===== src/rtl/decode_pkg.sv =====
// decode_pkg: shared types and constants for the RV32I/RV64I decode stage.
// Contents: opcode constants, format/op-class/state enums, the decoded_t
// payload struct (PC and immediate held at the widest supported XLEN), and a
// sign-extension helper.
// Optional feature macro used by the decoder: DECODE_RV32M_EN.
package decode_pkg;

  localparam int unsigned XLEN_MAX = 64;

  localparam logic [6:0] OPC_LOAD     = 7'b0000011;
  localparam logic [6:0] OPC_MISC_MEM = 7'b0001111;
  localparam logic [6:0] OPC_OP_IMM   = 7'b0010011;
  localparam logic [6:0] OPC_AUIPC    = 7'b0010111;
  localparam logic [6:0] OPC_STORE    = 7'b0100011;
  localparam logic [6:0] OPC_OP       = 7'b0110011;
  localparam logic [6:0] OPC_LUI      = 7'b0110111;
  localparam logic [6:0] OPC_BRANCH   = 7'b1100011;
  localparam logic [6:0] OPC_JALR     = 7'b1100111;
  localparam logic [6:0] OPC_JAL      = 7'b1101111;
  localparam logic [6:0] OPC_SYSTEM   = 7'b1110011;

  typedef enum logic [2:0] {
    FMT_R = 3'd0,
    FMT_I = 3'd1,
    FMT_S = 3'd2,
    FMT_B = 3'd3,
    FMT_U = 3'd4,
    FMT_J = 3'd5
  } fmt_e;

  typedef enum logic [3:0] {
    OP_ALU    = 4'd0,
    OP_ALUI   = 4'd1,
    OP_LOAD   = 4'd2,
    OP_STORE  = 4'd3,
    OP_BRANCH = 4'd4,
    OP_JAL    = 4'd5,
    OP_JALR   = 4'd6,
    OP_LUI    = 4'd7,
    OP_AUIPC  = 4'd8,
    OP_SYSTEM = 4'd9,
    OP_FENCE  = 4'd10,
    OP_MUL    = 4'd11
  } op_e;

  typedef enum logic [1:0] {
    ST_EMPTY = 2'd0,
    ST_ONE   = 2'd1,
    ST_FULL  = 2'd2
  } state_e;

  typedef struct packed {
    logic [XLEN_MAX-1:0] pc;
    fmt_e                fmt;
    op_e                 op;
    logic [4:0]          rd;
    logic [4:0]          rs1;
    logic [4:0]          rs2;
    logic [2:0]          funct3;
    logic                alt;
    logic [XLEN_MAX-1:0] imm;
    logic                illegal;
  } decoded_t;

  // Sign-extend a 32-bit immediate to the widest XLEN; narrower XLENs truncate.
  function automatic logic [XLEN_MAX-1:0] sext32(input logic [31:0] v);
    return {{(XLEN_MAX-32){v[31]}}, v};
  endfunction

endpackage


===== src/rtl/decode_comb.sv =====
// decode_comb: purely combinational RV32I/RV64I decoder, (inst, pc) -> decoded_t.
// Ports:
//   i_inst  32    raw instruction word
//   i_pc    XLEN  instruction address
//   o_dec   decoded_t  decoded payload (registers unused by the format are 0)
// Macro DECODE_RV32M_EN: when defined, OP with funct7=0000001 decodes as MUL.
module decode_comb
  import decode_pkg::*;
#(
  parameter int unsigned XLEN = 32
) (
  input  logic [31:0]     i_inst,
  input  logic [XLEN-1:0] i_pc,
  output decoded_t        o_dec
);

  localparam bit IS_RV32 = (XLEN == 32);

  logic [6:0] w_opc;
  logic [2:0] w_f3;
  logic [6:0] w_f7;
  logic       w_shift;

  assign w_opc   = i_inst[6:0];
  assign w_f3    = i_inst[14:12];
  assign w_f7    = i_inst[31:25];
  assign w_shift = (w_f3 == 3'b001) || (w_f3 == 3'b101);

  // Opcode classification and legality
  always_comb begin
    o_dec         = '0;
    o_dec.pc      = XLEN_MAX'(i_pc);
    o_dec.funct3  = w_f3;
    o_dec.alt     = i_inst[30];
    o_dec.fmt     = FMT_R;
    o_dec.op      = OP_ALU;
    o_dec.illegal = 1'b0;

    case (w_opc)
      OPC_LOAD: begin
        o_dec.fmt     = FMT_I;
        o_dec.op      = OP_LOAD;
        o_dec.illegal = IS_RV32 ? (w_f3 == 3'b011 || w_f3 == 3'b110 || w_f3 == 3'b111)
                                : (w_f3 == 3'b111);
      end
      OPC_STORE: begin
        o_dec.fmt     = FMT_S;
        o_dec.op      = OP_STORE;
        o_dec.illegal = IS_RV32 ? (w_f3 > 3'b010) : (w_f3 > 3'b011);
      end
      OPC_BRANCH: begin
        o_dec.fmt     = FMT_B;
        o_dec.op      = OP_BRANCH;
        o_dec.illegal = (w_f3 == 3'b010) || (w_f3 == 3'b011);
      end
      OPC_JAL: begin
        o_dec.fmt = FMT_J;
        o_dec.op  = OP_JAL;
      end
      OPC_JALR: begin
        o_dec.fmt     = FMT_I;
        o_dec.op      = OP_JALR;
        o_dec.illegal = (w_f3 != 3'b000);
      end
      OPC_LUI: begin
        o_dec.fmt = FMT_U;
        o_dec.op  = OP_LUI;
      end
      OPC_AUIPC: begin
        o_dec.fmt = FMT_U;
        o_dec.op  = OP_AUIPC;
      end
      OPC_SYSTEM: begin
        o_dec.fmt = FMT_I;
        o_dec.op  = OP_SYSTEM;
      end
      OPC_MISC_MEM: begin
        o_dec.fmt = FMT_I;
        o_dec.op  = OP_FENCE;
      end
      OPC_OP_IMM: begin
        o_dec.fmt = FMT_I;
        o_dec.op  = OP_ALUI;
        // RV64 shamt is 6 bits wide, so only imm[11:6] is the shift-type field
        if (w_shift) begin
          if (IS_RV32) begin
            o_dec.illegal = !(w_f7 == 7'b0000000 || w_f7 == 7'b0100000);
          end else begin
            o_dec.illegal = !(i_inst[31:26] == 6'b000000 || i_inst[31:26] == 6'b010000);
          end
        end
      end
      OPC_OP: begin
        o_dec.fmt = FMT_R;
        o_dec.op  = OP_ALU;
        case (w_f7)
          7'b0000000: o_dec.illegal = 1'b0;
          7'b0100000: o_dec.illegal = !(w_f3 == 3'b000 || w_f3 == 3'b101);
`ifdef DECODE_RV32M_EN
          7'b0000001: o_dec.op = OP_MUL;
`else
          7'b0000001: o_dec.illegal = 1'b1;
`endif
          default:    o_dec.illegal = 1'b1;
        endcase
      end
      default: o_dec.illegal = 1'b1;
    endcase

    if (i_inst[1:0] != 2'b11 || i_inst == 32'h0000_0000) begin
      o_dec.illegal = 1'b1;
    end

    // Immediate and register fields per format
    case (o_dec.fmt)
      FMT_R: begin
        o_dec.rd  = i_inst[11:7];
        o_dec.rs1 = i_inst[19:15];
        o_dec.rs2 = i_inst[24:20];
      end
      FMT_I: begin
        o_dec.rd  = i_inst[11:7];
        o_dec.rs1 = i_inst[19:15];
        o_dec.imm = sext32({{20{i_inst[31]}}, i_inst[31:20]});
      end
      FMT_S: begin
        o_dec.rs1 = i_inst[19:15];
        o_dec.rs2 = i_inst[24:20];
        o_dec.imm = sext32({{20{i_inst[31]}}, i_inst[31:25], i_inst[11:7]});
      end
      FMT_B: begin
        o_dec.rs1 = i_inst[19:15];
        o_dec.rs2 = i_inst[24:20];
        o_dec.imm = sext32({{19{i_inst[31]}}, i_inst[31], i_inst[7], i_inst[30:25],
                            i_inst[11:8], 1'b0});
      end
      FMT_U: begin
        o_dec.rd  = i_inst[11:7];
        o_dec.imm = sext32({i_inst[31:12], 12'b0});
      end
      FMT_J: begin
        o_dec.rd  = i_inst[11:7];
        o_dec.imm = sext32({{11{i_inst[31]}}, i_inst[31], i_inst[19:12], i_inst[20],
                            i_inst[30:21], 1'b0});
      end
      default: o_dec.imm = '0;
    endcase
  end

endmodule


===== src/rtl/decode_stage.sv =====
// decode_stage: registered, valid/ready handshaked RV32I/RV64I decode stage
// with a 2-slot (OUT + SKID) buffer, flush, and illegal-instruction flagging.
// Ports:
//   i_clk, i_rst_n          clock, synchronous active-low reset
//   i_valid/o_ready         upstream handshake; i_inst, i_pc upstream payload
//   i_flush                 discard held and incoming entries
//   o_valid/i_ready         downstream handshake
//   o_pc, o_fmt, o_op, o_rd, o_rs1, o_rs2, o_funct3, o_alt, o_imm,
//   o_illegal, o_first      decoded payload (all register outputs)
// Macro DECODE_RV32M_EN (in decode_comb) enables MUL-class decode.
module decode_stage
  import decode_pkg::*;
#(
  parameter int unsigned XLEN           = 32,
  parameter int unsigned RESET_PC_VALID = 0
) (
  input  logic            i_clk,
  input  logic            i_rst_n,
  input  logic            i_valid,
  output logic            o_ready,
  input  logic [31:0]     i_inst,
  input  logic [XLEN-1:0] i_pc,
  input  logic            i_flush,
  output logic            o_valid,
  input  logic            i_ready,
  output logic [XLEN-1:0] o_pc,
  output logic [2:0]      o_fmt,
  output logic [3:0]      o_op,
  output logic [4:0]      o_rd,
  output logic [4:0]      o_rs1,
  output logic [4:0]      o_rs2,
  output logic [2:0]      o_funct3,
  output logic            o_alt,
  output logic [XLEN-1:0] o_imm,
  output logic            o_illegal,
  output logic            o_first
);

  decoded_t w_dec;
  logic     w_acc;
  logic     w_deq;

  state_e   r_state;
  logic     r_valid;
  logic     r_ready;
  decoded_t r_out;
  decoded_t r_skid;
  logic     r_out_first;
  logic     r_skid_first;
  logic     r_first_pend;

  decode_comb #(.XLEN(XLEN)) u_decode_comb (
    .i_inst (i_inst),
    .i_pc   (i_pc),
    .o_dec  (w_dec)
  );

  assign w_acc = i_valid & r_ready;
  assign w_deq = r_valid & i_ready;

  // Slot state machine; r_ready tracks (next state != FULL)
  always_ff @(posedge i_clk) begin
    if (!i_rst_n) begin
      r_state      <= ST_EMPTY;
      r_valid      <= 1'b0;
      r_ready      <= 1'b0;
      r_out        <= '0;
      r_skid       <= '0;
      r_out_first  <= 1'b0;
      r_skid_first <= 1'b0;
      r_first_pend <= (RESET_PC_VALID != 0);
    end else if (i_flush) begin
      r_state <= ST_EMPTY;
      r_valid <= 1'b0;
      r_ready <= 1'b1;
    end else begin
      r_ready <= 1'b1;
      if (w_acc) begin
        r_first_pend <= 1'b0;
      end
      case (r_state)
        ST_EMPTY: begin
          if (w_acc) begin
            r_out       <= w_dec;
            r_out_first <= r_first_pend;
            r_valid     <= 1'b1;
            r_state     <= ST_ONE;
          end
        end
        ST_ONE: begin
          if (w_acc && !w_deq) begin
            r_skid       <= w_dec;
            r_skid_first <= r_first_pend;
            r_state      <= ST_FULL;
            r_ready      <= 1'b0;
          end else if (w_acc) begin
            r_out       <= w_dec;
            r_out_first <= r_first_pend;
          end else if (w_deq) begin
            r_valid <= 1'b0;
            r_state <= ST_EMPTY;
          end
        end
        ST_FULL: begin
          if (w_deq) begin
            r_out       <= r_skid;
            r_out_first <= r_skid_first;
            r_state     <= ST_ONE;
          end else begin
            r_ready <= 1'b0;
          end
        end
        default: begin
          r_valid <= 1'b0;
          r_state <= ST_EMPTY;
        end
      endcase
    end
  end

  assign o_ready   = r_ready;
  assign o_valid   = r_valid;
  assign o_pc      = r_out.pc[XLEN-1:0];
  assign o_fmt     = r_out.fmt;
  assign o_op      = r_out.op;
  assign o_rd      = r_out.rd;
  assign o_rs1     = r_out.rs1;
  assign o_rs2     = r_out.rs2;
  assign o_funct3  = r_out.funct3;
  assign o_alt     = r_out.alt;
  assign o_imm     = r_out.imm[XLEN-1:0];
  assign o_illegal = r_out.illegal;
  assign o_first   = r_out_first;

endmodule


===== config.mk =====
export PLATFORM = sky130hd
export DESIGN_NAME = decode_stage
export DESIGN_NICKNAME = d
export VERILOG_FILES = /design/src/rtl/decode_pkg.sv /design/src/rtl/decode_comb.sv /design/src/rtl/decode_stage.sv
export SDC_FILE = /design/constraint.sdc
export NUM_CORES = 1
export LEC_CHECK = 0
export ABC_AREA = 1
export ABC_CLOCK_PERIOD_IN_PS = 3350
export BUFFER_PORTS_ARGS = -buffer_cell sky130_fd_sc_hd__buf_2
export CORE_MARGIN = 4
export CORE_UTILIZATION = 40
export CTS_CLUSTER_DIAMETER = 30
export DETAILED_ROUTE_END_ITERATION = 8
export PLACE_DENSITY_LB_ADDON = 0.3
export SYNTH_ARGS = -nofsm -noshare
export SYNTH_HDL_FRONTEND = slang
export SYNTH_SLANG_ARGS = --single-unit

===== constraint.sdc =====
create_clock -name i_clk -period 3.35 [get_ports i_clk]
set_clock_uncertainty 0.1 [all_clocks]
set_input_delay 0.67 -clock i_clk [delete_from_list [all_inputs] [get_ports i_clk]]
set_output_delay 0.67 -clock i_clk [all_outputs]
set_load 0.005 [all_outputs]

==> flow_metrics.tcl, run 1 <==
set metrics [dict create \
    die_y_um 153 \
    cp-start-kind "register" \
    gp_congestion 0.946 \
    layout_commonest_cell "nand2_1" \
    area_delta_synth_final_pct 16.9 \
    synth_cell_type_count 36 \
    final_nets 1338 \
    final_max_slew_viol_count 0 \
    antenna_found_initial 1 \
    clkLatencyLatePin_ps 430 \
    holdBufCountCts 0 \
    first_global_vias 7477 \
    ys_ff_latch 186 \
    routedWlPerCell_um 15.8 \
    cts_tree "done" \
    syn_inst 1166 \
    grt_usage_pct 20.2 \
    power_density_nw_per_um2 513 \
    synthArstFlopShare_pct 0 \
    routed_via_density 5.17 \
    rsz0062_at_grt "false" \
    worstPathMaxFanout 106 \
    r2r-end "o_pc[10]" \
    reg2reg_from "r_state[0]" \
    ys.flop_type "dfxtp_1" \
    ys_warn_count 0 \
    cts_buffers 17 \
    cts_root_buffer "clkbuf_16" \
    clock_path_buffers 2 \
    timing.final.crit_share_pct 70.2 \
    cp.required_ps 3610 \
    fmax_ghz 0.425 \
    ctsResizeCount 0 \
    drive_gt1_share_pct 20.0 \
    die_x_um 153 \
    grt-ovfl-total 0 \
    arrival_ps 2610 \
    syn_nets 1239 \
    critPathCapture "o_pc[10]" \
    worst_slew_pin_slew_ps 1080 \
    io_pins 163 \
    multi_input_area_um2 4020 \
    cp_top_family "compound AO/OA/AOI/OAI gates" \
    max_cap_viol_count 0 \
    drtPass1Iterations 5 \
    postRouteAntennaNets 0 \
    finalWorstSetupSlack_ps 1000 \
    drt_iter0_markers 587 \
    synth_area_per_cell_um2 7.26 \
    cts_setup_buffers 0 \
    path_cells "inv_1 > ha_2 > o2111ai_1 > nor2_4 > buf_12 > o21ai_0 > a31oi_1" \
    setup_viol 0 \
    core_um2 20500 \
    crit_path_top_delay_cell "ha_2" \
    path_class "reg2reg" \
    grt_max_degree 161 \
    vdd_drop_max_mv 0.371 \
    sequential_cell_area_um2 3720 \
    rrSetupSlack_ps 1000 \
    drc 0 \
    tns_ps 0 \
    finalCriticalPeriod_ps 2350 \
    run_status "finished clean" \
    rows 52 \
    reg2reg_depth 7 \
    n_fill_cell 2084 \
    numPortBuffers 161 \
    clk_pin_slew_ps 70 \
    cp.buffers_inverters 2 \
    grt_pass1_wl_um 39400 \
    wl_um 24500 \
    dp_slack_ps 782 \
    critPathCaptureType "register" \
    final_cell_mix "nand2_1, dfxtp_1, nor2_1, buf_2, o21ai_0" \
    cts.sinks 186 \
    dp_hpwl_um 15200 \
    worstSetupStartpoint "r_state[0]" \
    synth_area_um2 8470 \
    p_leak_nw 4.90 \
    path_depth 7 \
    initial_core_util_pct 41.3 \
    slowest_delay_ps 550 \
    ctsHtreeMaxLevel 4 \
    whs_path_depth 2 \
    slew_headroom_pct 27.6 \
    hold_path_class "reg2reg" \
    synth_seq_area_share_pct 44.0 \
    via_count 8015 \
    synth_edf_count 0 \
    die-area_um2 23600 \
    finalHoldViolCount 0 \
]
[sequential cells by signal (all words and copies together), names as in the netlist]
register and flops:
o_ready 1, o_imm 31, o_pc 32, o_alt 1
o_rs2 5, o_op 4, r_state 2, r_out 1
o_rs1 5, o_funct3 3, o_valid 1, o_illegal 1
o_rd 5, r_skid 91, o_fmt 3
[how the worst min path moves through the flow]
stage / slack [ps] / endpoint / startpoint
2_1_floorplan: 340 / r_skid[65] / r_skid[65]
3_3_place_gp: 350 / r_skid[65] / r_skid[65]
3_5_place_dp: 360 / o_imm[14] / o_imm[14]
4_1_cts: 360 / r_skid[120] / i_pc[29]
5_1_grt: 380 / r_skid[92] / i_pc[1]
6_report: 360 / o_imm[17] / o_imm[17]
[cell type report]
cell class	count	area share, %
clock buffers	18	4.34
inverters	71	2.72
flip-flops and latches	186	37.6
diodes	1	0.0253
well taps	270	3.41
multi-input cells	817	40.6
repair buffers	172	9.38
clock inverters	14	1.90
[cell usage after synthesis, types with 4 or more instances]
| cell | number | share of area [%] |
|---|---|---|
| o211ai_1 | 22 | 2.0 |
| nand3_1 | 63 | 3.7 |
| nand2_2 | 6 | 0.44 |
| a21oi_2 | 5 | 0.52 |
| a21oi_1 | 121 | 7.2 |
| nand2_4 | 5 | 0.66 |
| o21ai_0 | 145 | 8.6 |
| clkbuf_1 | 48 | 2.1 |
| nand2_1 | 198 | 8.8 |
| nor2_2 | 5 | 0.37 |
| inv_2 | 6 | 0.27 |
| inv_1 | 63 | 2.8 |
| nor2_4 | 6 | 0.80 |
| ha_1 | 4 | 0.59 |
| o21a_1 | 4 | 0.35 |
| buf_6 | 7 | 0.93 |
| buf_1 | 5 | 0.22 |
| nand3_2 | 14 | 1.7 |
| buf_4 | 5 | 0.44 |
| buf_2 | 25 | 1.5 |
| nand4_1 | 7 | 0.52 |
| dfxtp_1 | 186 | 44 |
| o21bai_1 | 6 | 0.53 |
| nor2_1 | 160 | 7.1 |
| a31oi_1 | 36 | 2.7 |
[kinds of logic after synthesis]
| logic type | count (synthesis) | share of synthesized area [%] |
|---|---|---|
| flops | 186 | 44.0 |
| buf+inv | 163 | 8.63 |
| simple gates | 469 | 24.7 |
| fa+ha+maj | 4 | 0.591 |
| compound gates | 343 | 22.1 |
| other cells | 1 | 0.0443 |
[through the flow]
step                      cells  cell area [µm²]  hold slack (ps)  util, %  power [mW]
after floorplan            1166             8470              341        -        2.75
after global placement     1516             9280              351     45.3        2.99
after detailed placement   1516             9280              357     45.3        2.99
after CTS                  1548             9900              357     48.3        5.12
after global routing       1549             9900              377     48.3        5.29
final                      1549             9900              365     48.3        5.08
[worst min-delay path, delay by kind of cell (launching register included)]
family / cells / cell delay [ps]
DFF: 1 / 310
AOI/OAI and AO/OA: 1 / 50
and+or+nand+nor: 1 / 60
[power breakdown]
group	internal, mW	switching [mW]	leakage (nW)
Sequential	2.31	0.0485	1.51
Combinational	0.210	0.376	3.10
Clock	1.20	0.940	0.290
Total	3.71	1.37	4.90
[layer usage]
metal,GRT usage [%],wire [µm],vias to the layer above
met5,0,0,-
met4,7.49,601,0
met3,3.57,1260,36
met2,31.2,11100,216
met1,28.2,11600,3681
li1,-,-,4082
(Power assumes the default switching activity.)
==> run 2, diff against run 1 <==
ABC_CLOCK_PERIOD_IN_PS = 2110   (was 3350)
clock period = 2.11 ns   (was 3.35 ns; I/O delays follow)
==> flow_metrics.tcl, run 2 (synthesized netlist as in run 1, its figures left out) <==
set metrics [dict create \
    run_status "finished clean" \
    fmax_ghz 0.510 \
    p_int_mw 5.97 \
    arrival_ps 2210 \
    drive_gt1_share_pct 21.6 \
    max_cap_viol_count 0 \
    slowest_delay_ps 370 \
    whs_ps 128 \
    die-area_um2 23600 \
    rows 52 \
    grt_usage_pct 20.4 \
    cts_root_buffer "clkbuf_16" \
    setup_viol 0 \
    critPathCaptureType "register" \
    clkLatencyLatePin_ps 430 \
    layout.cells.non_filler 1574 \
    postRouteAntennaNets 0 \
    cp-start-kind "register" \
    cts_buffers 17 \
    io_pins 163 \
    routedWlPerCell_um 15.7 \
    core_um2 20500 \
    cp.required_ps 2360 \
    final_nets 1362 \
    cts.sinks 186 \
    ctsHtreeMaxLevel 4 \
    first_global_vias 7410 \
    tns_ps 0 \
    drtPass1Iterations 5 \
    p_leak_nw 5.06 \
    finalHoldViolCount 0 \
    hold_path_class "in2reg" \
    wl_um 24700 \
    area_delta_synth_final_pct 20.7 \
    worstPathMaxFanout 73 \
    clk_pin_slew_ps 70 \
    timing.final.crit_share_pct 93.0 \
    drt_iter0_markers 609 \
    via_count 8165 \
    largest_register_ffs 91 \
    grt-ovfl-total 0 \
    antenna_found_initial 2 \
    crit_path_top_delay_cell "dfxtp_1" \
    cp_top_family "buffers and inverters" \
    comb_power_share_pct 12.0 \
    dp_slack_ps 51.8 \
    regMostFlops "r_skid" \
    routed_via_density 5.19 \
    cts_tree "done" \
    die_y_um 153 \
    finalInstanceArea_um2 10200 \
    layout_commonest_cell "nand2_1" \
    vdd_drop_max_mv 0.552 \
    power_frac_seq_pct 46.0 \
    cp.buffers_inverters 4 \
    switching_share_pct 26.6 \
    place_inst 1540 \
    finalCriticalPeriod_ps 1960 \
    p_clk_share_pct 41.9 \
    numPortBuffers 161 \
    holdBufCountCts 0 \
    switchingPower_mw 2.16 \
    fin_total_pwr_mw 8.13 \
    final_cell_mix "nand2_1, dfxtp_1, buf_2" \
    fin_util_pct 49.8 \
    grt_pass1_wl_um 39600 \
    clock_path_buffers 2 \
    final_max_slew_viol_count 0 \
    path_class "reg2reg" \
    drc 0 \
    path_cells "inv_1 > ha_2 > buf_12 > inv_4 > buf_4 > nand2_1 > a31oi_1" \
    gp_congestion 0.914 \
    die_x_um 153 \
    power_density_nw_per_um2 795 \
    initial_core_util_pct 41.3 \
    grt_max_degree 74 \
    dp_hpwl_um 16600 \
    finalWorstSetupSlack_ps 147 \
    place_area_um2 9580 \
]
[run 2: cell types whose count changed in the layout (fill, tap and decap cells not counted), sizes merged]
cell / delta
buf: +24
clkbuf: +1
diode: +1
clkinvlp: -1
clkinv: -1
inv: +1
[run 2: power by group through the flow]
stage	clock (mW)	sequential (mW)	combinational (mW)
after floorplan	0	3.82	0.549
after global placement	0	3.82	0.970
after detailed placement	0	3.82	0.978
after CTS	3.48	3.74	0.982
after global routing	3.65	3.76	1.09
final	3.41	3.74	0.977
[run 2: worst register-to-register path: stages, from the launching register on]
cell and delay, ps:
dfxtp_1 370, inv_1 90, ha_2 220, buf_12 220
inv_4 240, buf_4 370, nand2_1 100, a31oi_1 200
[run 2: area by class of cell]
type                       instances  area, µm²
fill                            2081      10300
inverter                          71        269
antenna                            2       5.00
timing repair buffer             196       1230
clock inverter                    13        181
sequential                       186       3720
tap                              270        338
multi-input combinational        817       4020
clock buffer                      19        443
[run 2: worst paths after layout]
check / slack, ps / from / depth (start not counted) / endpoint
setup / recovery: 150 / r_state[0] / 7 / o_pc[29]
hold reg to reg: 360 / o_imm[17] / 2 / o_imm[17]
setup reg to reg: 150 / r_state[0] / 7 / o_pc[29]
hold / removal: 130 / i_pc[10] / 3 / r_skid[101]
[run 2: repair_timing]
action | 4_1_cts | 5_1_grt
resized for setup | 0 | 1
endpoints found under the hold margin | 0 | 0
setup buffers | 0 | 0
endpoints found under the setup margin | 0 | 46
[run 2: routing by layer]
layer | GRT usage, % | wire, µm | vias up
li1 | - | - | 4136
met1 | 28.7 | 11500 | 3758
met2 | 30.9 | 11300 | 234
met3 | 4.44 | 1340 | 37
met4 | 7.36 | 542 | 0
met5 | 0 | 0 | -
==> run 3, diff against run 2 <==
ABC_AREA = default   (was 1)
CORE_UTILIZATION = 45   (was 40)
==> flow_metrics.tcl, run 3 <==
set metrics [dict create \
    num_antenna_cells 0 \
    ys_warn_count 0 \
    synth_cell_type_count 66 \
    cp-start-kind "register" \
    layout.cells.non_filler 1458 \
    ctsHtreeMaxLevel 4 \
    postRouteAntennaNets 0 \
    synth_edf_count 0 \
    run_status "finished, violations left" \
    max_cap_viol_count 0 \
    violations "setup timing" \
    vdd_drop_max_mv 0.597 \
    crit_top_cell "buf_12" \
    path_class "reg2reg" \
    synth_common_cells "dfxtp_1, nand2_1, a21oi_1" \
    whs_ps 129 \
    synth_mux_area_share_pct 4.45 \
    place_inst 1411 \
    final_cell_mix "dfxtp_1, buf_2, nand2_1" \
    finalHoldViolCount 0 \
    fin_total_pwr_mw 7.69 \
    synth-xor-area-share_pct 0.421 \
    drtPass1Iterations 5 \
    clk_pin_slew_ps 80 \
    first_global_vias 7538 \
    grt_pass1_wl_um 38800 \
    antenna_found_initial 0 \
    p_leak_nw 4.34 \
    ys.flop_type "dfxtp_1" \
    yosys.area.top_type "dfxtp_1" \
    path_cells "inv_4 > ha_4 > a2bb2oi_2 > buf_4 > nor4_4 > buf_6 > buf_12 > buf_12 > buf_12 > clkbuf_16 > a211oi_1" \
    routed_via_density 5.70 \
    synthArstFlopShare_pct 0 \
    initial_core_util_pct 46.0 \
    reg2reg_depth 11 \
    cts.sinks 186 \
    io_pins 163 \
    synthAdderAreaFrac_pct 0.601 \
    drc 0 \
    dp_hpwl_um 17400 \
    synth_area_um2 8320 \
    synth_compound_area_share_pct 25.0 \
    via_count 8309 \
    synthTopCellsByArea "dfxtp_1, a21oi_1, nand2_1" \
    hold_path_class "in2reg" \
    arrival_ps 2360 \
    synth-simple-area-share_pct 19.2 \
    ys_ff_latch 186 \
    core_um2 18100 \
    layout_commonest_cell "dfxtp_1" \
    die_x_um 144 \
    gp_congestion 0.923 \
    finalWorstSetupSlack_ps -49.0 \
    syn_inst 1012 \
    rsz0062_at_grt "true" \
    synth_most_common_cell "dfxtp_1" \
    grt_usage_pct 23.3 \
    worst_slew_pin_slew_ps 573 \
    timing.final.crit_share_pct 102 \
    die_y_um 144 \
    setup_viol 17 \
    synth_top_family_by_area "compound AO/OA/AOI/OAI gates" \
    power_density_nw_per_um2 694 \
    regMostFlops "r_skid" \
    critPathCaptureType "register" \
    synthDominantCellAreaShare_pct 44.7 \
    slowest_delay_ps 380 \
    routedWlPerCell_um 17.7 \
    worstPathMaxFanout 7 \
    cp.required_ps 2310 \
    synth_area_per_cell_um2 8.22 \
    multi_input_area_um2 4350 \
    synth_seq_area_share_pct 44.7 \
    slew_headroom_pct 61.4 \
    fmax_ghz 0.463 \
    crit_path_top_delay_cell "dfxtp_4" \
    final_nets 1290 \
    die-area_um2 20700 \
    cts_tree "done" \
    n_fill_cell 1542 \
    drive_gt1_share_pct 27.9 \
    clock_path_buffers 2 \
    area_delta_synth_final_pct 33.2 \
    wl_um 25900 \
    sequential_cell_area_um2 3730 \
    clkLatencyLatePin_ps 430 \
    cts_root_buffer "clkbuf_16" \
    finalCriticalPeriod_ps 2160 \
    largest_register_ffs 91 \
    drt_iter0_markers 674 \
    cts_buffers 17 \
    rows 49 \
    grt_max_degree 115 \
    numPortBuffers 161 \
    whs_path_depth 3 \
    syn_nets 1085 \
    final_max_slew_viol_count 0 \
    grt-ovfl-total 0 \
]
[run 3: cell count changes in the layout (fill, tap and decap cells not counted), moves of 40 or more]
cell,previous run,this run
nor2_1,159,88
nand2_1,198,134
buf_4,23,85
nand3_1,63,23
inv_1,62,19
o21ai_0,145,50
[run 3: repair_timing]
action	4_1_cts	5_1_grt
pin swaps	0	21
buffers inserted	0	7
setup endpoints to repair	28	157
cloned	0	10
hold buffers	0	0
resized for setup	7	63
[run 3: cell type report]
type / count / share of cell area (%)
sequential: 186 / 33.7
timing repair buffer: 278 / 18.5
clock inverter: 14 / 1.38
multi-input combinational: 712 / 39.2
inverter: 22 / 0.790
clock buffer: 17 / 3.84
tap: 229 / 2.59
[run 3: routing by layer]
layer / wire, µm / part of all wire (%) / GRT usage (%) / vias up
met5: 0 / 0 / 0 / -
met4: 597 / 2.3 / 7.33 / 0
met3: 1750 / 6.8 / 5.32 / 37
met2: 11900 / 46 / 35.6 / 288
met1: 11600 / 45 / 32.8 / 3927
li1: - / - / - / 4057
[run 3: kinds of logic (layout without fill, tap and decap cells)]
| family | Yosys count | after routing |
|---|---|---|
| adders and majority gates | 4 | 4 |
| other | 1 | 1 |
| and+or+nand+nor | 348 | 349 |
| muxes | 37 | 37 |
| DFF | 186 | 186 |
| buffers and inverters | 115 | 331 |
| AOI/OAI and AO/OA | 317 | 317 |
| xor gates and xnor gates | 4 | 4 |
[run 3: metrics by stage]
stage / setup TNS [ps] / area [µm²] / worst slack, ps / util (%)
after global placement: -1530 / 10000 / -134 / 55.3
after floorplan: -4.19 / 8340 / -4.19 / -
after detailed placement: -2530 / 10000 / -168 / 55.3
after CTS: 0 / 10600 / 13.3 / 58.6
after global routing: -4600 / 11100 / -118 / 61.3
final: -457 / 11100 / -49.0 / 61.3
[run 3: worst paths after layout]
check	start	to	slack (ps)
max	r_state[1]	o_pc[8]	-50
min	i_pc[24]	r_skid[115]	130
max reg2reg	r_state[1]	o_pc[8]	-50
min reg2reg	r_skid[9]	r_skid[9]	350
[run 3: worst max-delay path: cells and delay by family (launching register included)]
kind / cells / cell delay, ps
flops: 1 / 380
compound gates: 2 / 210
simple gates: 1 / 270
fa+ha+maj: 1 / 150
buf+inv: 7 / 920
[run 3: where the power goes]
part           total (mW)  internal [mW]  leakage, nW  switching, mW
logic               0.876          0.391         2.55          0.485
registers            3.64           3.59         1.51         0.0448
clock network        3.18           1.68        0.280           1.51
